### src/rtl/mul_div_seq_pkg.sv
// Shared definitions for the sequential multiply/divide unit: widths,
// step count, FSM state and operation encodings.
package mul_div_seq_pkg;

  localparam int unsigned WIDTH = 16;
  localparam int unsigned STEPS = 16;
  localparam int unsigned CNT_W = $clog2(STEPS);

  typedef enum logic [1:0] {
    ST_IDLE = 2'd0,
    ST_RUN  = 2'd1,
    ST_FIN  = 2'd2
  } state_t;

  typedef enum logic {
    OP_MUL = 1'b0,
    OP_DIV = 1'b1
  } op_t;

endpackage

### src/rtl/mul_div_step_ctr.sv
// Step counter for the iterative datapath; tc flags the last step.
module mul_div_step_ctr
  import mul_div_seq_pkg::*;
(
  input  logic             clk,
  input  logic             rst_n,
  input  logic             clr,
  input  logic             en,
  output logic [CNT_W-1:0] cnt,
  output logic             tc
);

  always_ff @(posedge clk or negedge rst_n) begin
    if (!rst_n)   cnt <= '0;
    else if (clr) cnt <= '0;
    else if (en)  cnt <= cnt + 1'b1;
  end

  assign tc = (cnt == CNT_W'(STEPS - 1));

endmodule

### src/rtl/mul_div_seq.sv
// Radix-2 shift-add multiplier / restoring divider, one bit per cycle,
// using an external shared 16-bit add/sub unit.
module mul_div_seq
  import mul_div_seq_pkg::*;
(
  input  logic             CLK,
  input  logic             RST_N,
  input  logic             START,
  input  logic             OP,
  input  logic [WIDTH-1:0] OPA,
  input  logic [WIDTH-1:0] OPB,
  output logic [WIDTH-1:0] ADD_A,
  output logic [WIDTH-1:0] ADD_B,
  output logic             ADD_CTRL,
  input  logic [WIDTH-1:0] ADD_S,
  input  logic             ADD_COUT,
  output logic             BUSY,
  output logic             DONE,
  output logic             DIV0,
  output logic [WIDTH-1:0] RES_HI,
  output logic [WIDTH-1:0] RES_LO
);

  state_t           state_q, state_d;
  op_t              op_q;
  logic [WIDTH-1:0] hi_q, lo_q, opnd_q;
  logic             div0_q;

  logic             accept, div_by_zero, is_div_in;
  logic             step_tc;
  logic [CNT_W-1:0] step_cnt;

  logic [WIDTH-1:0] shift_in, mul_sum, step_hi, step_lo;
  logic             mul_c;

  assign is_div_in   = (op_t'(OP) == OP_DIV);
  assign accept      = (state_q == ST_IDLE) && START;
  assign div_by_zero = is_div_in && (OPB == '0);

  mul_div_step_ctr u_step_ctr (
    .clk   (CLK),
    .rst_n (RST_N),
    .clr   (accept),
    .en    (state_q == ST_RUN),
    .cnt   (step_cnt),
    .tc    (step_tc)
  );

  always_ff @(posedge CLK or negedge RST_N) begin
    if (!RST_N) state_q <= ST_IDLE;
    else        state_q <= state_d;
  end

  always_comb begin
    state_d = state_q;
    unique case (state_q)
      ST_IDLE: if (START) state_d = div_by_zero ? ST_FIN : ST_RUN;
      ST_RUN:  if (step_tc) state_d = ST_FIN;
      ST_FIN:  state_d = ST_IDLE;
      default: state_d = ST_IDLE;
    endcase
  end

  // One iteration per RUN cycle; the adder result arrives combinationally.
  always_comb begin
    ADD_A    = '0;
    ADD_B    = '0;
    ADD_CTRL = 1'b0;
    shift_in = {hi_q[WIDTH-2:0], lo_q[WIDTH-1]};
    mul_c    = 1'b0;
    mul_sum  = hi_q;
    step_hi  = hi_q;
    step_lo  = lo_q;
    if (state_q == ST_RUN) begin
      ADD_B = opnd_q;
      if (op_q == OP_MUL) begin
        ADD_A = hi_q;
        if (lo_q[0]) {mul_c, mul_sum} = {ADD_COUT, ADD_S};
        step_hi = {mul_c, mul_sum[WIDTH-1:1]};
        step_lo = {mul_sum[0], lo_q[WIDTH-1:1]};
      end else begin
        ADD_A    = shift_in;
        ADD_CTRL = 1'b1;
        // hi_q[15] is the bit shifted out of T: the 17-bit remainder always covers D.
        if (hi_q[WIDTH-1] | ADD_COUT) begin
          step_hi = ADD_S;
          step_lo = {lo_q[WIDTH-2:0], 1'b1};
        end else begin
          step_hi = shift_in;
          step_lo = {lo_q[WIDTH-2:0], 1'b0};
        end
      end
    end
  end

  always_ff @(posedge CLK or negedge RST_N) begin
    if (!RST_N) begin
      op_q   <= OP_MUL;
      hi_q   <= '0;
      lo_q   <= '0;
      opnd_q <= '0;
      div0_q <= 1'b0;
    end else if (accept) begin
      op_q   <= op_t'(OP);
      div0_q <= div_by_zero;
      opnd_q <= is_div_in ? OPB : OPA;
      if (div_by_zero) begin
        hi_q <= OPA;
        lo_q <= '1;
      end else begin
        hi_q <= '0;
        lo_q <= is_div_in ? OPA : OPB;
      end
    end else if (state_q == ST_RUN) begin
      hi_q <= step_hi;
      lo_q <= step_lo;
    end
  end

  assign BUSY   = (state_q == ST_RUN);
  assign DONE   = (state_q == ST_FIN);
  assign DIV0   = div0_q;
  assign RES_HI = hi_q;
  assign RES_LO = lo_q;

endmodule

### config.mk
export PLATFORM = sky130hd
export DESIGN_NAME = mul_div_seq
export DESIGN_NICKNAME = d
export VERILOG_FILES = /design/src/rtl/mul_div_seq_pkg.sv /design/src/rtl/mul_div_step_ctr.sv /design/src/rtl/mul_div_seq.sv
export SDC_FILE = /design/constraint.sdc
export NUM_CORES = 1
export LEC_CHECK = 0
export ABC_AREA = 1
export CAP_MARGIN = 15
export CORE_UTILIZATION = 35
export DETAILED_ROUTE_END_ITERATION = 7
export HOLD_SLACK_MARGIN = 0.12
export MAX_ROUTING_LAYER = met4
export PLACE_DENSITY = 0.67
export SETUP_SLACK_MARGIN = 0.4
export SYNTH_ARGS = -nofsm -noshare
export SYNTH_HDL_FRONTEND = slang
export SYNTH_SLANG_ARGS = --single-unit
export TNS_END_PERCENT = 1
### constraint.sdc
create_clock -name CLK -period 1.8 [get_ports CLK]
set_clock_uncertainty 0.15 [all_clocks]
set_input_delay 0.27 -clock CLK [delete_from_list [all_inputs] [get_ports CLK]]
set_output_delay 0.27 -clock CLK [all_outputs]
set_load 0.1 [all_outputs]
; ---- Yosys cells after proc, flatten, opt, wreduce, memory -nomap -nowiden
; Index checks and enable logic that the tools add are counted.
[word_totals]
regBits = 56
output_inout_bits = 68
in_bits = 53
[classes]
bitwise_logic = 1
n_reduce_logical = 6
add_sub_neg = 1
n_eq_ne = 5
muxes = 25
[ops]
columns = cell, count
row1 = $mux W16, 15
row2 = $logic_not A16 Y1, 1
row3 = $mux W4, 2
row4 = $mux W2, 3
row5 = $add A4 B1 Y4 const B, 1
row6 = $eq A4 B4 Y1 const B, 1
row7 = $mux W1, 4
row8 = $pmux W2 S2, 1
row9 = $eq A2 B1 Y1 const B, 1
row10 = $eq A2 B2 Y1 const B, 1
row11 = $logic_and A1 B1 Y1, 2
row12 = $logic_not A2 Y1, 1
row13 = $ne A2 B1 Y1 const B, 1
row14 = $ne A2 B2 Y1 const B, 1
row15 = $reduce_and A2 Y1, 1
row16 = $reduce_bool A2 Y1, 1
row17 = $or A1 B1 Y1, 1

; ---- Longest topological paths before layout
; Gate-level depths: netlist of run 1.
[depth]
depth_word = 5
depth_mapped = 9
mapped_depth_nobuf = 7

; ---- Modules after synthesis
; Synthesis of run 1 repeated with hierarchy kept, for this count alone.
[hier_totals]
hier_cells = 658
area_unflattened_um2 = 4106.4
[by_module_without_submodules]
columns = module, seq_area_each_um2, cells_per_inst, instances, area_per_inst_um2
row1 = mul_div_seq, 1301.2, 632, 1, 3895.0
row2 = mul_div_step_ctr, 100.1, 26, 1, 211.5

; ---- Worst setup path before layout of run 1
; Ideal clock, no wire load.
[synth_timing]
path_kind = reg-to-output
from = reg state_q[1]
to = out ADD_A[14]
slack_ns = -1.351
stages_incl_launch_ff = 8
arrival_time_ns = 2.731
required_ns = 1.380
cell_sequence = dfrtp_1 inv_2 nand2_1 buf_2 inv_2 buf_4 o21ai_0 a21oi_1
[synth_via]
elab_chain_cells = 2
[synth_rtl]
columns = element, line_no
row1 = from (decl), mul_div_seq.sv:24  ; state_t state_q, state_d;
row2 = from (signal assigned), mul_div_seq.sv:51  ; else state_q <= state_d;
row3 = $eq A2 B1 Y1, --
row4 = via BUSY, mul_div_seq.sv:17  ; output logic BUSY,
row5 = $mux W16, mul_div_seq.sv:74  ; if (state_q == ST_RUN) begin
row6 = to (decl), mul_div_seq.sv:12  ; output logic [WIDTH-1:0] ADD_A,
; The timed path passes the listed nets, and every way through them passes these cells.

; ---- Worst setup path after layout of run 1
[layout_timing]
from = reg op_q
to = out ADD_A[10]
[layout_via]
elab_chain_cells = 2
[layout_rtl]
columns = element, line_no
row1 = from (decl), mul_div_seq.sv:25  ; op_t op_q;
row2 = from (signal assigned), mul_div_seq.sv:104  ; op_q <= op_t'(OP);
row3 = $mux W16, mul_div_seq.sv:76  ; if (op_q == OP_MUL) begin
row4 = $mux W16, mul_div_seq.sv:74
; No other way between the ends.

==> impl_metrics.toml, run 1 <==
[status]
status = "finished, violations left"
failed_checks = "setup timing"

[floorplan]
die_area_mm2 = 0.0121
die_height_um = 110
floorplan.initialDensity_pct = 35.8
io-pin-count = 121
floorplan.rows = 39
core_mm2 = 0.0114
die_w_um = 110

[detailed_routing]
drt-pass1-iter-count = 5
total_wire_length_um = 15200
vias_post_dr = 4835
drt_iter0_drc = 271
remaining_drc_errors = 0
detail-route-antenna-nets = 0
route.detailed.wl_per_inst_um = 16.2
post_drt_via_cell_ratio = 5.18

[sta]
fin_crit_sh_pct = 106
final.hold.worst_slack_ps = 152
worst_slew_pin_slew_ps = 425
drv_slew = 0
rsz_0062_raised_after_global_routing = "true"
maxSlewHeadroom_pct = 71.4
max_freq_mhz = 522
setup_violations = 42
timing_hold_violations_final = 0
finalCriticalPeriod_ps = 1910
post-route-worst-setup-slack_ps = -114

[finish]
flow.area_growth_from_synthesis_pct = 76.7
nFillCells = 991
layoutNonFillerInstCount = 933
seqCellArea_mm2 = 0.00143
diodes = 0
finalNetCount = 843
drive_above_1_share_pct = 29.5
multiInputGateArea_mm2 = 0.00256

[cts]
clk_path_buf_depth = 2
clock-root-buffer = "sky130_fd_sc_hd__clkbuf_16"
tritoncts_clock_tree = "done"
cts_num_sinks = 56
clkSlewWorstSetupHoldPaths_ps = 70
cts_max_level = 2
numCtsBuffers = 5
clock_insertion_delay_worst_skew_ps = 300

[yosys]
synth.yosys.seq_area_share_pct = 34.4
ys_top_cells_by_area = "sky130_fd_sc_hd__dfrtp_1 (34%), sky130_fd_sc_hd__nand2_1 (17%), sky130_fd_sc_hd__o21ai_0 (8.6%), sky130_fd_sc_hd__a21oi_1 (7.7%), sky130_fd_sc_hd__inv_1 (6.9%)"
post_synthesis_cell_count = 641
netlist.top_cell.by_area = "sky130_fd_sc_hd__dfrtp_1"
yosys.area.top_type_share_pct = 34.4
ys_warn_count = 0
yosys.cell_types.count = 28
mappedNetlistNets = 695
synth-seq-cells = 56
synthesis.area_mm2 = 0.00408
syn_area_per_cell_um2 = 6.36

[global_routing]
antenna_violations_before_repair = 0
gr-usage-all-layers_pct = 26.6
grt_remaining_overflow = 0
grt_pass1_vias = 4622
grt_max_degree = 57
grt_first_pass_wirelength_um = 23900

[run]
max-cap-violations = 0

[setup_path]
critical_path.startpoint_type = "flop"
timing.reg2reg.setup_slack_ps = -40
critical_path_endpoint_category = "output pin"
critical_path_arrival_ps = 1490
critPathMaxFanout = 8
worst_r2r_path_depth = 8
crit-reg2reg-launch = "op_q"
crit-reg2reg-capture = "RES_LO[4]"
path_class = "reg -> out"
worst-endpoint-required_ps = 1380

[min_path]
hold_path.class = "in -> reg"
worst_hold_path.num_cells = 3
hold-path-endpoint = "opnd_q[9]"
worst_hold_startpoint = "OPB[9]"

[placed_design]
number_of_i_o_port_buffers = 120
routabilityCongestion = 0.900
place_worst_setup_slack_ps = -185
dp_hpwl_um = 11100
post-place-cells = 913
how the worst max path moves through the flow:
stage | from | slack (ps) | endpoint | cells after the start
2_1_floorplan | state_q[1] | -200 | ADD_A[14] | 7
3_3_place_gp | OP | -200 | RES_LO[11] | 7
3_5_place_dp | OP | -180 | RES_LO[10] | 7
4_1_cts | state_q[1] | -120 | ADD_A[9] | 6
5_1_grt | state_q[1] | -160 | ADD_A[12] | 7
6_report | op_q | -110 | ADD_A[10] | 5
per-layer routing:
| metal | GRT usage [%] | share of wire [%] | vias up | wire length [um] |
|---|---|---|---|---|
| li1 | - | - | 2351 | - |
| met1 | 34.2 | 42 | 2282 | 6370 |
| met2 | 44.8 | 51 | 185 | 7710 |
| met3 | 2.61 | 5.5 | 17 | 837 |
| met4 | 6.67 | 1.5 | 0 | 234 |
| met5 | - | 0 | - | 0 |
cell type report:
cell class                 count  area share [%]
timing repair inverter         2           0.226
clock buffer                   5            1.74
inverter                      81            4.54
tap                          143            2.49
sequential                    56            19.9
timing repair buffer         182            35.2
multi-input combinational    461            35.6
clock inverter                 3           0.348
Yosys cell counts (all sizes together):
cell,number
nand3,20
dfrtp,56
buf,32
or2,10
ha,1
nand3b,2
o22ai,1
and2,1
a21boi,1
a32o,1
a31oi,11
nor2,65
nand4,17
o21ai,71
nand2,187
a21oi,63
o211ai,10
inv,81
clkbuf,11
cells in the final DEF, fill, tap and decap left out, types with 2 or more instances in the layout:
cell / count
sky130_fd_sc_hd__inv_1: 73
sky130_fd_sc_hd__dfrtp_1: 31
sky130_fd_sc_hd__clkdlybuf4s50_1: 38
sky130_fd_sc_hd__o21ai_1: 24
sky130_fd_sc_hd__inv_2: 5
sky130_fd_sc_hd__nor2_1: 44
sky130_fd_sc_hd__nand2_1: 185
sky130_fd_sc_hd__dlygate4sd2_1: 9
sky130_fd_sc_hd__o211ai_1: 10
sky130_fd_sc_hd__o21ai_0: 40
sky130_fd_sc_hd__dfrtp_2: 25
sky130_fd_sc_hd__buf_6: 7
sky130_fd_sc_hd__or2_2: 10
sky130_fd_sc_hd__nand3_1: 19
sky130_fd_sc_hd__a21oi_1: 46
sky130_fd_sc_hd__clkbuf_16: 6
sky130_fd_sc_hd__buf_4: 40
sky130_fd_sc_hd__nor2_4: 21
sky130_fd_sc_hd__clkinvlp_4: 2
sky130_fd_sc_hd__nand2_8: 2
sky130_fd_sc_hd__buf_12: 78
sky130_fd_sc_hd__o21ai_4: 7
sky130_fd_sc_hd__dlymetal6s2s_1: 4
sky130_fd_sc_hd__a31oi_1: 11
sky130_fd_sc_hd__nand4_1: 17
sky130_fd_sc_hd__buf_8: 3
sky130_fd_sc_hd__a21oi_4: 16
sky130_fd_sc_hd__inv_6: 5
timing repair:
| item | CTS | global route |
|---|---|---|
| buffers inserted | 8 | 0 |
| hold buffers | 1 | 0 |
| endpoints found under the hold margin | 56 | 0 |
| pin swaps | 15 | 13 |
| setup endpoints to repair | 93 | 101 |
| gates cloned | 2 | 1 |
| resized for setup | 47 | 26 |
metrics by stage:
stage	instance area, um^2	util [%]	TNS, ps
after global placement	6790	59.7	-1640
after detailed placement	6790	59.7	-2020
after CTS	7120	62.6	-2110
final	7200	63.3	-1750
after floorplan	4550	-	-4710
after global routing	7200	63.3	-4580
kinds of logic (layout without fill, tap and decap cells):
group / Yosys count / after routing / synth area share [%]
buf+inv: 124 / 273 / 13.2
simple gates: 302 / 302 / 31.6
compound gates: 158 / 158 / 20.6
flops: 56 / 56 / 34.4
fa+ha+maj: 1 / 1 / 0.307
flip-flops by register name (all words and copies together) (netlist names):
signal          cells
DIV0                1
RES_HI             16
RES_LO             16
op_q                1
opnd_q             16
state_q             2
u_step_ctr.cnt      4
worst max-delay path, stage by stage, from the launching register on:
cell	delay (ps)
sky130_fd_sc_hd__dfrtp_2	450
sky130_fd_sc_hd__inv_6	80
sky130_fd_sc_hd__clkbuf_16	170
sky130_fd_sc_hd__buf_4	140
sky130_fd_sc_hd__a21oi_4	160
sky130_fd_sc_hd__buf_12	190
Power of run 1 is not shown: default switching activity piles up to over one toggle a cycle in this logic, so the estimate is an artifact.
==> inputs of run 2 (changes only) <==
- CELL_PAD_IN_SITES_DETAIL_PLACEMENT: default -> 1
- CELL_PAD_IN_SITES_GLOBAL_PLACEMENT: default -> 1
- CORE_ASPECT_RATIO: default -> 1.25
- CORE_UTILIZATION: 35 -> 33
- PLACE_DENSITY: 0.67 -> 0.87
==> run 2 against run 1 <==
  * Sequential share of layout area down 0.055 points
  * Register-to-register slack worse by 120 ps
  * The run still ends with setup timing left
  * Count of clock-buffer cells in the layout up 1
  * Critical path type unchanged
  * Cell count up 1.1%
  * Non-clock buffer count fell by 10
  * First-iteration DRC count increased by 23%
  * Critical path depth is 2 higher
  * Critical endpoint is now ADD_A[12]
  * Flip-flop and latch count is the same
  * Worst setup slack lost 99 ps
  * Design area increased by 0.63%
  * Global-route usage increased by 6.4 points
  * Worst hold slack improved by 39 ps
==> impl_metrics.toml, run 2 (synthesized netlist as in run 1, its figures left out) <==
[detailed_routing]
dr.max_layer_used = "met4"
drt-pass1-iter-count = 6
detailroute.wirelength.met3_um = 1150
remaining_drc_errors = 0
post_drt_via_cell_ratio = 5.57
drt_iter0_drc = 333
met2WireLength_um = 10900
wirelength_met1_um = 6860
route.detailed.wl_per_inst_um = 21.4
total_wire_length_um = 20200
vias_post_dr = 5252
detail-route-antenna-nets = 0

[floorplan]
floorplan.rows = 45
floorplan.initialDensity_pct = 33.7
die_height_um = 126
core_mm2 = 0.0121
die_area_mm2 = 0.0128
die_w_um = 101
io-pin-count = 121

[finish]
finalNetCount = 832
most-common-layout-cells = "sky130_fd_sc_hd__nand2_1 (184), sky130_fd_sc_hd__buf_12 (81), sky130_fd_sc_hd__inv_1 (74), sky130_fd_sc_hd__o21ai_0 (45), sky130_fd_sc_hd__nor2_1 (42)"
diodes = 0
nFillCells = 1438
layout.cells.most_common = "sky130_fd_sc_hd__nand2_1"
fin_area_mm2 = 0.00724
drive_above_1_share_pct = 31.7
multiInputGateArea_mm2 = 0.00265
seqCellArea_mm2 = 0.00144
flow.area_growth_from_synthesis_pct = 77.8

[setup_path]
path_class = "reg -> out"
timing.reg2reg.setup_slack_ps = -160
crit-reg2reg-capture = "RES_LO[0]"
critical_path_endpoint_category = "output pin"
worst_r2r_path_depth = 9
critical_path.startpoint_type = "flop"
critPathMaxFanout = 7
crit-reg2reg-launch = "state_q[1]"
worst-endpoint-required_ps = 1380
critical_path_arrival_ps = 1590

[sta]
finalCriticalPeriod_ps = 2010
maxSlewHeadroom_pct = 74.7
post-route-worst-setup-slack_ps = -213
max_freq_mhz = 497
worst_slew_pin_slew_ps = 376
drv_slew = 0
timing_hold_violations_final = 0
setup_violations = 67
rsz_0062_raised_after_global_routing = "true"
fin_crit_sh_pct = 112

[placed_design]
number_of_i_o_port_buffers = 120
routabilityCongestion = 0.836
dp_hpwl_um = 14200
postPlaceCellArea_mm2 = 0.00681

[cts]
cts_num_sinks = 56
clkSlewWorstSetupHoldPaths_ps = 70
clock_insertion_delay_worst_skew_ps = 300
tritoncts_clock_tree = "done"
clock-root-buffer = "sky130_fd_sc_hd__clkbuf_16"
cts_max_level = 2
numCtsBuffers = 5
clk_path_buf_depth = 2

[global_routing]
grt_first_pass_wirelength_um = 31200
gr-usage-all-layers_pct = 33.1
grt_remaining_overflow = 0
antenna_violations_before_repair = 0
grt_max_degree = 46
grt_pass1_vias = 5805

[status]
status = "finished, violations left"
failed_checks = "setup timing"

[run]
max-cap-violations = 0

[min_path]
hold_path.class = "in -> async"
==> run 2: timing repair <==
action / in CTS / in global routing
hold buffers: 1 / 0
endpoints found under the hold margin: 56 / 0
gates cloned: 1 / 0
pin swaps: 19 / 3
gates resized for setup: 59 / 30
setup endpoints to repair: 101 / 97
buffers inserted: 4 / 0
==> run 2: routing by layer <==
| metal | GRT usage, % | vias up |
|---|---|---|
| met2 | 58.6 | 264 |
| met4 | 21.1 | 0 |
| met5 | - | - |
| met3 | 5.16 | 93 |
| met1 | 33.3 | 2574 |
| li1 | - | 2321 |
==> run 2: how the worst max path moves through the flow <==
stage | startpoint | endpoint | slack [ps] | cells past startpoint
2_1_floorplan | state_q[1] | ADD_A[14] | -200 | 7
3_3_place_gp | OP | RES_LO[2] | -90 | 7
3_5_place_dp | OP | RES_LO[11] | -200 | 7
4_1_cts | state_q[1] | ADD_A[12] | -150 | 7
5_1_grt | state_q[1] | ADD_A[12] | -220 | 7
6_report | state_q[1] | ADD_A[12] | -210 | 7
==> run 2: critical path: stages, from the launching register on <==
cell and delay, ps:
sky130_fd_sc_hd__dfrtp_1 410, sky130_fd_sc_hd__inv_2 130, sky130_fd_sc_hd__nand2_8 100, sky130_fd_sc_hd__clkinv_8 80
sky130_fd_sc_hd__buf_12 140, sky130_fd_sc_hd__o21ai_4 70, sky130_fd_sc_hd__a21oi_4 150, sky130_fd_sc_hd__buf_12 190
==> run 2: stage by stage <==
stage	utilization, %	setup WS (ps)	std cells	TNS (ps)	hold WS, ps
finish	59.8	-213	943	-6500	191
global route	59.8	-216	943	-7470	207
CTS	59.1	-152	943	-3420	188
detailed placement	56.3	-197	929	-3390	-29.1
global placement	56.3	-85.6	929	-1140	-35.7
floorplan	-	-196	641	-4710	-176
==> run 2: cell type report <==
class                   instances  area share [%]
well taps                     164            2.83
clock buffers                   6            1.92
repair inverters                1          0.0864
flip-flops and latches         56            19.8
multi-input cells             461            36.5
repair buffers                172            33.7
inverters                      81            4.58
clock inverters                 2           0.535
Power of run 2 is left out for the same reason.
